### config.mk
export PLATFORM = sky130hd
export DESIGN_NAME = fp_int_acc
export DESIGN_NICKNAME = d
export VERILOG_FILES = /design/src/rtl/fp_int_acc.sv
export SDC_FILE = /design/constraint.sdc
export NUM_CORES = 1
export LEC_CHECK = 0
export BUFFER_PORTS_ARGS = -buffer_cell sky130_fd_sc_hd__buf_2
export CAP_MARGIN = 40
export CORE_AREA = 2 2 155 195
export DETAILED_ROUTE_END_ITERATION = 8
export DIE_AREA = 0 0 157 197
export GPL_ROUTABILITY_DRIVEN = 0
export GPL_TIMING_DRIVEN = 0
export PLACE_DENSITY_LB_ADDON = 0.12
export RECOVER_POWER = 25
export SYNTH_ARGS = -nofsm -noshare
export SYNTH_HDL_FRONTEND = slang
export SYNTH_SLANG_ARGS = --single-unit
### constraint.sdc
create_clock -name clk -period 20.4 [get_ports clk]
set_input_delay 1.02 -clock clk [delete_from_list [all_inputs] [get_ports clk]]
set_output_delay 1.02 -clock clk [all_outputs]
set_load 0.01 [all_outputs]
### src/rtl/fp_int_acc.sv
// fp_int_acc: aligns fp16 x int partial products into a wide signed fixed-point sum, emits fp32 at end of run.
// Latency: last product sampled at E0, sum final at E1, result/result_valid registered at E2.
// Backpressure: none; products arriving while busy (FLUSH/NORM) are dropped and flagged on drop_err.
// Optional: define FP_INT_ACC_ROUND_RNE_EN for round-to-nearest-even conversion (default truncates).
module fp_int_acc #(
   parameter int ACC_WIDTH = 48
) (
   input  logic        clk,
   input  logic        rst,
   input  logic        sign_in,
   input  logic [4:0]  exp_in,
   input  logic [13:0] mantissa_in,
   input  logic        start_acc,
   input  logic        last,
   input  logic        clear,
   output logic [31:0] result,
   output logic        result_valid,
   output logic        busy,
   output logic        overflow,
   output logic        drop_err
);

   localparam int PW = $clog2(ACC_WIDTH);

   typedef enum logic [1:0] {
      S_IDLE  = 2'd0,
      S_ACCUM = 2'd1,
      S_FLUSH = 2'd2,
      S_NORM  = 2'd3
   } state_t;

   state_t                r_state;
   logic [ACC_WIDTH-1:0]  r_acc;
   logic [ACC_WIDTH-1:0]  r_term;
   logic                  r_term_vld;
   logic [31:0]           r_result;
   logic                  r_result_valid;
   logic                  r_overflow;
   logic                  r_drop_err;

   logic                  w_busy;
   logic                  w_accept;
   logic [ACC_WIDTH-1:0]  w_shift;
   logic [ACC_WIDTH-1:0]  w_term;
   logic [ACC_WIDTH-1:0]  w_sum;
   logic                  w_add_ovf;
   logic [ACC_WIDTH-2:0]  w_low;
   logic [ACC_WIDTH-2:0]  w_mag;
   logic [ACC_WIDTH-2:0]  w_norm;
   logic [PW-1:0]         w_p;
   logic [7:0]            w_exp;
   logic [22:0]           w_frac;
   logic [31:0]           w_fp32;
`ifdef FP_INT_ACC_ROUND_RNE_EN
   logic                  w_guard;
   logic                  w_sticky;
   logic                  w_carry;
`endif

   assign w_busy   = (r_state == S_FLUSH) || (r_state == S_NORM);
   assign w_accept = start_acc && !w_busy;

   // The accumulator keeps its top bit as sign, so a shift of up to 31 on a 14-bit mantissa still fits.
   assign w_sum     = r_acc + r_term;
   assign w_add_ovf = (r_acc[ACC_WIDTH-1] == r_term[ACC_WIDTH-1]) &&
                      (w_sum[ACC_WIDTH-1] != r_acc[ACC_WIDTH-1]);

   // Align the incoming product to the 2^-25 LSB grid; exponent 0 flushes to zero.
   always_comb begin
      w_shift = {{(ACC_WIDTH-14){1'b0}}, mantissa_in} << exp_in;
      w_term  = '0;
      if (exp_in != 5'd0) begin
         w_term = sign_in ? -w_shift : w_shift;
      end
   end

   // Sign-magnitude split, leading-one search and fp32 packing of the running sum.
   always_comb begin
      w_low = r_acc[ACC_WIDTH-2:0];
      w_mag = r_acc[ACC_WIDTH-1] ? -w_low : w_low;
      w_p   = '0;
      for (int i = 0; i < ACC_WIDTH-1; i++) begin
         if (w_mag[i]) begin
            w_p = i[PW-1:0];
         end
      end
      // Move the leading one up to the top bit so the fraction sits at a fixed position.
      w_norm = w_mag << (PW'(ACC_WIDTH-2) - w_p);
      w_exp  = 8'(w_p) + 8'd102;
      w_frac = 23'(w_norm >> (ACC_WIDTH-25));
`ifdef FP_INT_ACC_ROUND_RNE_EN
      w_guard  = w_norm[ACC_WIDTH-26];
      w_sticky = |w_norm[ACC_WIDTH-27:0];
      w_carry  = 1'b0;
      if (w_guard && (w_sticky || w_frac[0])) begin
         {w_carry, w_frac} = {1'b0, w_frac} + 24'd1;
         if (w_carry) begin
            w_exp = w_exp + 8'd1;
         end
      end
`endif
      w_fp32 = (w_mag == '0) ? 32'h0000_0000 : {r_acc[ACC_WIDTH-1], w_exp, w_frac};
   end

   // Run control, term pipeline register, accumulator and sticky flags.
   always_ff @(posedge clk or posedge rst) begin
      if (rst) begin
         r_state        <= S_IDLE;
         r_acc          <= '0;
         r_term         <= '0;
         r_term_vld     <= 1'b0;
         r_result       <= '0;
         r_result_valid <= 1'b0;
         r_overflow     <= 1'b0;
         r_drop_err     <= 1'b0;
      end else begin
         r_result_valid <= 1'b0;
         if (clear) begin
            r_acc      <= '0;
            r_term_vld <= 1'b0;
            r_state    <= S_IDLE;
            r_overflow <= 1'b0;
            r_drop_err <= 1'b0;
         end else begin
            r_term_vld <= w_accept;
            if (w_accept) begin
               r_term <= w_term;
            end
            if (start_acc && w_busy) begin
               r_drop_err <= 1'b1;
            end
            if (r_term_vld) begin
               r_acc <= w_sum;
               if (w_add_ovf) begin
                  r_overflow <= 1'b1;
               end
            end
            case (r_state)
               S_IDLE: begin
                  if (start_acc) begin
                     r_state <= last ? S_FLUSH : S_ACCUM;
                  end
               end
               S_ACCUM: begin
                  if (start_acc && last) begin
                     r_state <= S_FLUSH;
                  end
               end
               S_FLUSH: begin
                  r_state <= S_NORM;
               end
               S_NORM: begin
                  r_result       <= w_fp32;
                  r_result_valid <= 1'b1;
                  r_acc          <= '0;
                  r_term_vld     <= 1'b0;
                  r_overflow     <= 1'b0;
                  r_state        <= S_IDLE;
               end
               default: begin
                  r_state <= S_IDLE;
               end
            endcase
         end
      end
   end

   assign result       = r_result;
   assign result_valid = r_result_valid;
   assign busy         = w_busy;
   assign overflow     = r_overflow;
   assign drop_err     = r_drop_err;

endmodule

After elaboration in Yosys (flattened, before gate mapping):

Cells that the tools add are included.

* divide/modulo/power cells: 0
* $add $sub $neg: 5
* equal/unequal tests: 7
* multipliers: 0
* shift-type cells: 2
* magnitude comparators: 0
* bitwise operators: 1
* reductions and logical operators: 16
* multiplexer cells: 68

Operators by type and width (count)
* 6-bit 2-to-1 mux: 45
* 48-bit 2-to-1 mux: 5
* 48-bit adder: 1
* 48-bit negation: 1
* 14-bit by 5-bit << shifter with 48-bit output: 1
* 47-bit zero test: 1
* 47-bit 2-to-1 mux: 1
* 47-bit negation: 1
* 47-bit by 6-bit << shifter with 46-bit output: 1
* 32-bit 2-to-1 mux: 1
* 1-bit 2-to-1 mux: 11
* 6-bit by 7-bit adder with 8-bit output, second input constant: 1
* 2-bit 2-to-1 mux: 4
* 2-bit case mux with 4 select lines: 1
* 2-bit AND reduction: 4
* 3-bit inequality test, second input constant: 2
* 3-bit nonzero test: 2
* 6-bit subtractor, first input constant: 1
* 5-bit nonzero test: 1
* 2-bit == test, second input constant: 2
* 1-bit logical AND: 4
* 2-bit by 1-bit == test with 1-bit output, second input constant: 1
* 2-bit zero test: 1
* 2-bit nonzero test: 1
* 5 further kinds: 5

* register bits after elaboration: 134
* memories: 0
* bits in read-only memories: 0
* bits in writable memories: 0
* word-level logic and storage cells: 107
* bits in latches: 0
* input port bits: 25

Longest topological paths before layout:

* depth in word-level cells: 51
* mapped depth: 30
* gate-level depth less buffers: 24

Least setup slack after synthesis:

No wires, ideal clock.

* path kind: register to register
* from: register r_acc[20]
* to: register r_result[2] (netlist: result[2])
* path buffers: 7
* cell stages (with the launch flop): 25
* required time: 20.279 ns
* clock period less this slack: 6.509 ns
* slack: 13.891 ns
* data arrival time: 6.388 ns
* cells stage by stage: dfrtp_1 buf_6 or4_4 or4_4 nor4_4 a311o_1 and2_0 clkbuf_1 o2111a_1 o31ai_1 a21oi_1 o21ai_4 inv_2 buf_2 clkbuf_1 buf_2 ha_1 buf_2 clkinv_1 xnor2_4 clkbuf_1 mux4_2 mux2i_1 mux2i_1 a22o_1

* cells in the longest elaborated chain, start to end: 32
* elaborated cells between the ends (all ways): 33
* those cells by class: 2 x add/sub; 1 x shift; 29 x mux; 1 x reduce/logical

RTL lines
* start: declaration: RTL line 33 `logic [ACC_WIDTH-1:0] r_acc;`
* start signal: assignment: RTL line 133 `r_acc <= w_sum;`
* 47-bit negation: RTL line 80 `w_mag = r_acc[ACC_WIDTH-1] ? -w_low : w_low;`
* 47-bit 2-to-1 mux (*): RTL line 80
* 6-bit 2-to-1 mux (27 in series): RTL line 83 `if (w_mag[i]) begin`
* 6-bit subtractor: RTL line 88 `w_norm = w_mag << (PW'(ACC_WIDTH-2) - w_p);`
* 47-bit by 6-bit << shifter with 46-bit output: RTL line 88
* 32-bit 2-to-1 mux (*): RTL line 102 `w_fp32 = (w_mag == '0) ? 32'h0000_0000 : {r_acc[ACC_WIDTH-1], w_exp, w_frac};`
* end signal: assignment: RTL line 153 `r_result <= w_fp32;`
* end: declaration: RTL line 36 `logic [31:0] r_result;`

Mark *: on every way between the ends. The rest lies on a longest branch, timed or not.
A chain may end at the register's enable or synchronous reset.

Final worst setup path:

* from: register r_acc[47]
* to: register r_result[10] (netlist: result[10])

* cells in the longest elaborated chain, start to end: 50
* elaborated cells between the ends (all ways): 51
* those cells by class: 1 x add/sub; 1 x shift; 48 x mux; 1 x reduce/logical

RTL lines (RTL line)
* 47-bit 2-to-1 mux (*): 80
* 1-bit 2-to-1 mux: 83
* 6-bit 2-to-1 mux (45 in series): 83
* 6-bit subtractor: 88
* 47-bit by 6-bit << shifter with 46-bit output: 88
* 32-bit 2-to-1 mux (*): 102

Marks and branches as above.

==> flow_summary.ini <==
[critical_path]
cp.arrival_ns = 9.71
critPathKind = register to register
crit_fanout = 10
critPathCaptureType = register
cp-start-kind = register
worst_ep_required_time_ns = 20.74

[cts]
hold_buffers = 0
clockRootBuffer = clkbuf_16
cts_tree = built
numCtsBuffers = 17
cts_resized = 0
cts_setup_buffers = 0
worstSkewPairLatency_ns = 0.45
clockBufferDepth = 2
path_clk_slew_ns = 0.07
clock-sinks = 134
cts_max_level = 4

[synth]
yosys_warnings = 0
synth_top_area_share_pct = 21.1
yosys.area.top_type = dfrtp_1
synth_area_mm2 = 0.0159
synthCells = 1968
ys_seq_elements = 134
async_flop_share_pct = 100
ys_seq_area_share_pct = 21.1
syn-num-nets = 2052
synth_edf_count = 0
yosysMostFrequentCell = nand2_1
syn_area_per_cell_um2 = 8.06
synth.distinct_cells = 105
synth_commonest_cells = 205 x nand2_1, 193 x nor2_1, 134 x dfrtp_1, 134 x o21ai_0, 116 x mux2i_1
synthFlopType = dfrtp_1
synth_area_leaders = dfrtp_1 21%, mux2i_1 7.3%, nand2_1 4.9%, xnor2_1 4.7%, ha_1 4.6%

[drt]
vias = 17000
dr.pass1.iters = 9
drt-initial-drc-count = 1864
wl_per_cell_um = 24.9
vias_per_cell = 6.87
ant_nets = 0
route.detailed.drc = 1
finalWirelength_um = 61700

[floorplan]
io_pins = 61
initial_core_util_pct = 54.7
die_y_um = 197
dieArea_mm2 = 0.0309
coreArea_mm2 = 0.0290
fp.dieW_um = 157
placementRows = 70

[place]
dp.final_hpwl_um = 45000
place_area_mm2 = 0.0167
pre_cts_ws_ns = 11.48
portBuffers = 59

[grt]
grt_max_degree = 96
grt_pass1_wl_um = 96100
grt_antenna_before_repair = 4
gr-usage-all-layers_pct = 41.4
gr-total-overflow = 0
grt_pass1_vias = 16400

[sta]
maxSlewViolCount = 137
layout_min_cycle_time_ns = 9.36
setup-violations-final = 0
worst_slack_ns = 11.04
fin_hold_ws_ns = 0.475
worst_pin_slew_ns = 5.10
fin_tns_setup_ns = 0
max_freq_mhz = 107
min_period_over_period_pct = 45.9
slew_headroom_pct = -240
fin_skew_ns = 0.0116
rsz0062_at_grt = false
finalHoldViolCount = 0

[run_status]
status = complete, but fails checks
violations = DRC, capacitance limit, slew limit

[cells_and_area]
area_delta_synth_final_pct = 10.2
drive_above_1_share_pct = 12.4
fin_area_mm2 = 0.0175
fillCellCount = 2650
nets = 2149

[hold_path]
min_path_type = register to register

[job]
maxCapViolCount = 2
==> kinds of logic after synthesis <==
group | synth area share [%]
and+or+nand+nor | 20.8
muxes | 13.7
xor gates and xnor gates | 8.44
adders and majority gates | 4.70
buffers and inverters | 4.39
AOI/OAI and AO/OA | 26.9
DFF | 21.1
==> flip-flops by register name (all words and copies together), names as in the netlist <==
register      cells
result_valid      1
r_term           48
r_term_vld        1
overflow          1
result           32
r_state           2
drop_err          1
r_acc            48
==> routing by layer <==
metal	routed length (µm)	up-vias	GRT usage, %
li1	-	7607	-
met1	21300	7932	42.6
met2	27500	1056	63.5
met3	6450	419	18.6
met4	6410	4	35.1
met5	64	-	2.30
==> stage by stage <==
| stage | cells | util (%) |
|---|---|---|
| after detailed placement | 2428 | 57.7 |
| after global routing | 2474 | 60.3 |
| after floorplan | 1968 | - |
| after global placement | 2423 | 57.4 |
| final | 2477 | 60.3 |
| after CTS | 2459 | 59.9 |
==> worst max-delay path, cell delays in order, from the launching register on <==
cell and delay [ns]:
dfrtp_1 0.32, clkbuf_1 0.20, buf_6 0.19, clkbuf_1 0.15
buf_6 0.18, buf_1 0.69, clkbuf_1 0.52, nand2_1 0.13
xor2_1 0.85, nor2_1 0.10, a211o_1 0.35, a21oi_1 0.29
o21ai_4 0.20, inv_2 0.12, buf_2 0.30, clkbuf_1 0.52
buf_2 0.38, ha_1 0.19, buf_2 0.26, clkinv_1 0.35
xnor2_4 0.54, clkbuf_1 0.58, clkbuf_1 0.43, nor2_1 0.14
o211ai_1 0.70, a21oi_1 0.25, o31ai_1 0.30
==> layout make-up <==
cell class / instances / area [µm²] / share of cell area (%)
well taps: 396 / 495 / 2.84
clock inverters: 13 / 220 / 1.26
inverters: 34 / 129 / 0.737
plain buffers: 130 / 569 / 3.26
repair buffers: 78 / 444 / 2.54
flip-flops and latches: 134 / 3350 / 19.2
diodes: 4 / 10.0 / 0.0573
clock buffers: 18 / 439 / 2.51
multi-input cells: 1670 / 11800 / 67.6
==> cell usage in the layout, fill, tap and decap left out, drive strengths merged, types with 25 or more instances in the layout <==
master,n
xor2,57
mux2,31
clkbuf,113
nor3,43
nand3,66
o211ai,29
dfrtp,134
nand4,25
mux2i,116
o21ai,141
ha,58
and2,27
a21oi,107
nand2,205
a21o,41
xnor2,89
o31ai,29
mux4,29
buf,113
inv,34
nor2,195
==> path summary, 6_finish.rpt <==
check                                       start                     end  slack (ns)  depth (start not counted)
setup reg to reg            r_acc[47]$_DFFE_PP0P_  result[10]$_DFFE_PP0P_       11.04                         26
max in group asynchronous                     rst  r_term[46]$_DFFE_PP0P_       13.86                          3
min in group asynchronous                     rst  r_state[1]$_DFFE_PP0P_        1.00                          2
hold reg to reg            result[24]$_DFFE_PP0P_  result[24]$_DFFE_PP0P_        0.48                          2
setup / recovery            r_acc[47]$_DFFE_PP0P_  result[10]$_DFFE_PP0P_       11.04                         26
hold / removal             result[24]$_DFFE_PP0P_  result[24]$_DFFE_PP0P_        0.48                          2
Power is left out: the tool's default activity adds up to more than one toggle a clock period on the data nets, which glitch-free logic cannot reach.
